[config.mk]
export PLATFORM = sky130hd
export DESIGN_NAME = fifomem_rr_ctrl
export DESIGN_NICKNAME = d
export VERILOG_FILES = /design/src/rtl/fifomem_rr_ctrl_pkg.sv /design/src/rtl/fifomem_rr_ctrl_rr_arbiter.sv /design/src/rtl/fifomem_rr_ctrl.sv
export SDC_FILE = /design/constraint.sdc
export NUM_CORES = 1
export LEC_CHECK = 0
export BUFFER_PORTS_ARGS = -buffer_cell sky130_fd_sc_hd__buf_2
export CAP_MARGIN = 20
export CORE_MARGIN = 4
export CORE_UTILIZATION = 38
export CTS_BUF_LIST = sky130_fd_sc_hd__clkbuf_16
export CTS_CLUSTER_SIZE = 25
export DETAILED_ROUTE_END_ITERATION = 10
export MAX_ROUTING_LAYER = met4
export PLACE_DENSITY = 0.89
export RECOVER_POWER = 25
export SLEW_MARGIN = 0
export SYNTH_ARGS = -nofsm -noshare
export SYNTH_HDL_FRONTEND = slang
export SYNTH_SLANG_ARGS = --single-unit
export TNS_END_PERCENT = 20
[constraint.sdc]
create_clock -name clk_i -period 3.02 [get_ports clk_i]
set_input_delay 0.151 -clock clk_i [delete_from_list [all_inputs] [get_ports clk_i]]
set_output_delay 0.151 -clock clk_i [all_outputs]
set_load 0.03 [all_outputs]
[src/rtl/fifomem_rr_ctrl_pkg.sv]
// Shared helpers for the round-robin FIFO write-port controller.
package fifomem_rr_ctrl_pkg;

    // Width of a requester index; a single requester still gets one bit.
    function automatic int src_width(input int n);
        return (n > 1) ? $clog2(n) : 1;
    endfunction

endpackage

[src/rtl/fifomem_rr_ctrl_rr_arbiter.sv]
// Combinational round-robin arbiter: first requester at or above prio wins, wrapping.
module rr_arbiter
    import fifomem_rr_ctrl_pkg::*;
#(
    parameter  int NUM_REQ = 4,
    localparam int IDX_W   = src_width(NUM_REQ)
) (
    input  logic [NUM_REQ-1:0] req,
    input  logic [IDX_W-1:0]   prio,
    output logic [NUM_REQ-1:0] grant,
    output logic [IDX_W-1:0]   grant_idx
);

    logic found;

    always_comb begin
        int k;
        grant     = '0;
        grant_idx = '0;
        found     = 1'b0;
        k         = 0;
        for (int off = 0; off < NUM_REQ; off++) begin
            k = int'(prio) + off;
            if (k >= NUM_REQ) begin
                k = k - NUM_REQ;
            end
            if (!found && req[k]) begin
                found     = 1'b1;
                grant[k]  = 1'b1;
                grant_idx = IDX_W'(k);
            end
        end
    end

endmodule

[src/rtl/fifomem_rr_ctrl.sv]
// Shares one FIFO memory write port among NUM_REQ requesters (round-robin) and
// presents the FIFO head on a valid/ready read port tagged with its source index.
module fifomem_rr_ctrl
    import fifomem_rr_ctrl_pkg::*;
#(
    parameter  int DATA_WIDTH = 16,
    parameter  int ADDR_WIDTH = 4,
    parameter  int NUM_REQ    = 4,
    parameter  int AF_THRESH  = 2,
    localparam int SRC_W      = src_width(NUM_REQ)
) (
    input  logic                          clk_i,
    input  logic                          reset_i,
    input  logic [NUM_REQ-1:0]            req_valid_i,
    input  logic [NUM_REQ*DATA_WIDTH-1:0] req_data_i,
    output logic [NUM_REQ-1:0]            req_ready_o,
    output logic                          rd_valid_o,
    output logic [DATA_WIDTH-1:0]         rd_data_o,
    output logic [SRC_W-1:0]              rd_src_o,
    input  logic                          rd_ready_i,
    output logic [ADDR_WIDTH:0]           fill_o,
    output logic                          almost_full_o,
    output logic                          mem_wr_en_o,
    output logic [ADDR_WIDTH-1:0]         mem_waddr_o,
    output logic [DATA_WIDTH+SRC_W-1:0]   mem_wdata_o,
    output logic [ADDR_WIDTH-1:0]         mem_raddr_o,
    input  logic [DATA_WIDTH+SRC_W-1:0]   mem_rdata_i
);

    localparam int                  DEPTH     = 2 ** ADDR_WIDTH;
    localparam logic [ADDR_WIDTH:0] DEPTH_V   = (ADDR_WIDTH + 1)'(DEPTH);
    localparam bit                  AF_ALWAYS = (AF_THRESH >= DEPTH);
    localparam logic [ADDR_WIDTH:0] AF_LIM    = (ADDR_WIDTH + 1)'(AF_THRESH);

    logic [ADDR_WIDTH:0] wptr;
    logic [ADDR_WIDTH:0] rptr;
    logic [SRC_W-1:0]    prio;
    logic [ADDR_WIDTH:0] raw_fill;
    logic [ADDR_WIDTH:0] free_cnt;
    logic                full;
    logic                empty;
    logic [NUM_REQ-1:0]  grant;
    logic [SRC_W-1:0]    grant_idx;
    logic [SRC_W-1:0]    next_prio;
    logic                accept;
    logic                pop;

    rr_arbiter #(
        .NUM_REQ (NUM_REQ)
    ) u_arb (
        .req       (req_valid_i),
        .prio      (prio),
        .grant     (grant),
        .grant_idx (grant_idx)
    );

    // Extra pointer MSB tells full (difference == DEPTH) from empty (difference == 0).
    assign raw_fill = wptr - rptr;
    assign full     = (raw_fill == DEPTH_V);
    assign empty    = (raw_fill == '0);

    assign fill_o        = reset_i ? '0 : raw_fill;
    assign free_cnt      = DEPTH_V - fill_o;
    assign almost_full_o = AF_ALWAYS || (free_cnt <= AF_LIM);

    assign req_ready_o = grant & {NUM_REQ{~full & ~reset_i}};
    assign accept      = |req_ready_o;
    assign next_prio   = (grant_idx == SRC_W'(NUM_REQ - 1)) ? '0 : grant_idx + 1'b1;

    assign mem_wr_en_o = accept;
    assign mem_waddr_o = wptr[ADDR_WIDTH-1:0];
    assign mem_wdata_o = {grant_idx, req_data_i[grant_idx*DATA_WIDTH +: DATA_WIDTH]};

    // Head comes straight from memory at rptr; it only moves on a pop.
    assign rd_valid_o  = ~empty & ~reset_i;
    assign mem_raddr_o = rptr[ADDR_WIDTH-1:0];
    assign rd_data_o   = mem_rdata_i[DATA_WIDTH-1:0];
    assign rd_src_o    = mem_rdata_i[DATA_WIDTH +: SRC_W];
    assign pop         = rd_valid_o & rd_ready_i;

    always_ff @(posedge clk_i) begin
        if (reset_i) begin
            wptr <= '0;
            rptr <= '0;
            prio <= '0;
        end else begin
            if (accept) begin
                wptr <= wptr + 1'b1;
                prio <= next_prio;
            end
            if (pop) begin
                rptr <= rptr + 1'b1;
            end
        end
    end

endmodule

==> metrics.md <==
| Metric | Value |
|---|---|
| First-pass DRT Iterations | 4 |
| Vias/cell | 5.46 |
| Cells after Synth | 284 |
| Clk_lat worst skew | 240 ps |
| Die height | 82.0 um |
| Startpoint Class | flop |
| DP HPWL | 5110 um |
| Outcome | complete, no violations |
| Final setup margin | 80.3 ps |
| Worst vdd ir | 0.000687 V |
| R2r worst-path depth | 13 |
| Crit-path slowest cell | or3_1 |
| Initial antenna violation count | 0 |
| Final Hold Viols | 0 |
| CTS root buf | clkbuf_16 |
| CP peak stage delay | 410 ps |
| Post-route ant nets | 0 |
| Gr ovfl total | 0 |
| Vias in the first global route | 2296 |
| Seq cells post-synth | 12 |
| GP Congestion | 0.885 |
| Crit Path Category | reg2out |
| DR vias | 2433 |
| First-pass GRT wire length | 10500 um |
| Gr usage total | 19.7% |
| Dominant cell type by area after synthesis | dfxtp_1 |
| I/O pin cnt | 145 |
| Crit-path cells | ha_4 -> inv_2 -> fa_2 -> a21o_1 -> a21oi_2 -> xor2_1 -> nand4_1 -> or3_1 -> a221oi_2 -> buf_4 |
| Yosys top cell area share | 11.5% |
| Hold WS | 263 ps |
| Synth warnings | 0 |
| Largest net degree at the start of global routing | 36 |
| CTS tree | built |
| Worst slew margin | 56.0% |
| Leak | 0.00136 uW |
| Syn avg cell area | 7.33 um2 |
| Final worst path period need | 2940 ps |
| CTS Sinks | 12 |
| Core area | 5200 um2 |
| Synth area leaders | dfxtp_1 12%, buf_4 10%, nand2_1 8.3%, ha_1 7.8%, a211oi_1 7.2% |
| Post-synthesis sequential area ratio | 11.5% |
| H-tree Lvls | 1 |
| Max Cap Viol | 0 |
| Post-synth EDFFs | 0 |
| WL final | 7010 um |
| Pwr Density | 1100 nW/um2 |
| Hold EP | rptr[0]$_SDFFE_PP0P_ |
| FF-to-FF Start | prio[0]$_SDFFE_PP0P_ |
| Post-Layout Inst Area | 3110 um2 |
| Worst EP arrival | 2790 ps |
| Synth Flop Type | dfxtp_1 |
| Finished Core Util | 59.8% |
| Internal | 1570 uW |
| Final slew viol count | 0 |
| Initial Util | 40.0% |
| Worst Setup End Kind | output pin |
| Reg power frac | 6.7% |
| Layout area overhead | 49.7% |
| Fillers | 449 |
| IO buf count | 108 |
| HP Class | in2reg |
| Worst Hold Launch | reset_i |
| Mapped Area | 2080 um2 |
| Distinct cells, synth | 53 |
| Reg2reg end | wptr[3]$_SDFFE_PP0P_ |
| Antenna Diode Count | 0 |
| Crit Path Max Fanout | 5 |
| DRT iter0 DRCs | 74 |
| Placed instance area | 2770 um2 |
| Die area | 6720 um2 |
| Worst slew pin tran | 659 ps |
| Asr flop ratio synth | 0% |
| Req. time, crit path | 2870 ps |
| Final setup fails | 0 |
| Gate power share | 86.2% |
| Num rows | 26 |
| Maximum operating frequency | 0.340 GHz |
| Share of layout cells above drive strength 1 | 53.2% |
| Syn_nets | 387 |
| Cts bufs inserted | 3 |
| Reg2reg setup slack | 250 ps |
| RSZ-0062 raised after global routing | true |
| Die width | 82.0 um |
| Pre-CTS setup slack | 3.36 ps |
| CTS Buffer Depth | 2 |
| # DRC | 0 |
| CTS clk-pin slew, worst paths | 40 ps |
| Nets | 480 |
| Final Cycle Share | 97.3% |
| Psw | 1860 uW |
| Sw frac | 54.2% |
| DR WL/cell | 15.7 um |
| Worst hold stages | 2 |
| Clk pwr share | 7.1% |
| Final clock skew | 2.27 ps |
## stage by stage
step | total power [uW] | cells | setup TNS, ps
6_report | 3430 | 446 | 0
5_1_grt | 3670 | 446 | -127
4_1_cts | 3160 | 437 | 0
3_5_place_dp | 2790 | 431 | 0
3_3_place_gp | 2720 | 431 | 0
2_1_floorplan | 2200 | 284 | -374
## power groups by stage
stage | Sequential [uW] | Combinational, uW | Clock, uW
floorplan | 221 | 1980 | 0
detailed placement | 220 | 2570 | 0
CTS | 219 | 2690 | 245
finish | 231 | 2960 | 243
global placement | 218 | 2500 | 0
global route | 234 | 3180 | 253
## placed cells by master (no fill, tap or decap), types with 4 or more instances in the layout
cell / instances
a211oi_2: 17
nand3_1: 8
a21oi_1: 5
buf_4: 23
clkbuf_16: 5
ha_1: 11
buf_2: 100
nand2_1: 46
nor2_1: 10
and2_0: 11
inv_2: 4
o21ai_1: 9
a32oi_1: 4
inv_1: 8
dfxtp_1: 8
xnor2_1: 5
a31oi_2: 7
mux2i_1: 6
a31oi_4: 9
nor2b_1: 7
and2_1: 9
## per-layer routing
layer	up-vias	wire [um]	GRT usage, %
met4	0	55	3.65
met5	-	0	-
met1	1147	2770	22.7
li1	1185	-	-
met3	8	408	2.52
met2	93	3780	36.5
## how the worst max path moves through the flow
| stage | endpoint | cells after the start | from | slack [ps] |
|---|---|---|---|---|
| 6_report | almost_full_o | 10 | rptr[0]$_SDFFE_PP0P_ | 80 |
| 5_1_grt | almost_full_o | 11 | wptr[0]$_SDFFE_PP0P_ | -90 |
| 3_3_place_gp | mem_wdata_o[5] | 11 | prio[0]$_SDFFE_PP0P_ | 130 |
| 2_1_floorplan | mem_wdata_o[7] | 11 | prio[0]$_SDFFE_PP0P_ | -40 |
| 3_5_place_dp | mem_wdata_o[14] | 11 | prio[0]$_SDFFE_PP0P_ | 3 |
| 4_1_cts | mem_wdata_o[8] | 12 | prio[1]$_SDFFE_PP0P_ | 6 |
## cell usage after synthesis (all sizes together) (2+ instances only)
master	number
a21oi	7
clkbuf	6
mux2	3
a211oi	20
dfxtp	12
and3	2
nor2b	7
a32oi	4
xnor2	5
or3b	2
nor2	11
o41ai	3
nand3b	2
nand4	3
o21ai	9
nand3	11
mux4	3
a31oi	16
o32ai	2
buf	38
mux2i	6
or3	3
o311ai	2
inv	13
ha	13
and2	20
nand2	46
## cell families after synthesis
family	synth area share, %
and+or+nand+nor	28.9
AOI/OAI and AO/OA	24.2
buffers and inverters	16.1
adders and majority gates	8.78
muxes	7.94
DFF	11.5
xor gates and xnor gates	2.53
## area by class of cell
cell class              count  area, um2  area share [%]
inverters                  13       51.3            1.65
multi-input cells         215       1830            58.7
well taps                  70       87.6            2.81
clock inverters             1       3.75           0.121
repair buffers            132        817            26.2
flip-flops and latches     12        250            8.04
clock buffers               3       75.1            2.41
## worst max-delay path: cells and delay by family, from the launching register on
| kind | cells | cell delay [ps] |
|---|---|---|
| simple gates | 2 | 560 |
| compound gates | 3 | 580 |
| fa+ha+maj | 2 | 500 |
| xor+xnor | 1 | 270 |
| buf+inv | 2 | 240 |
| flops | 1 | 380 |
## state kept, by name, summed over array words and instances, names as in the netlist
register,cells
wptr,5
prio,2
rptr,5
## repair_timing
action,in CTS,in global routing
gates cloned,0,2
gates resized for setup,19,27
hold endpoints to repair,0,0
pin swaps,10,16
hold buffers,0,0
endpoints found under the setup margin,18,18
buffers inserted,2,7
(Power assumes the default switching activity.)
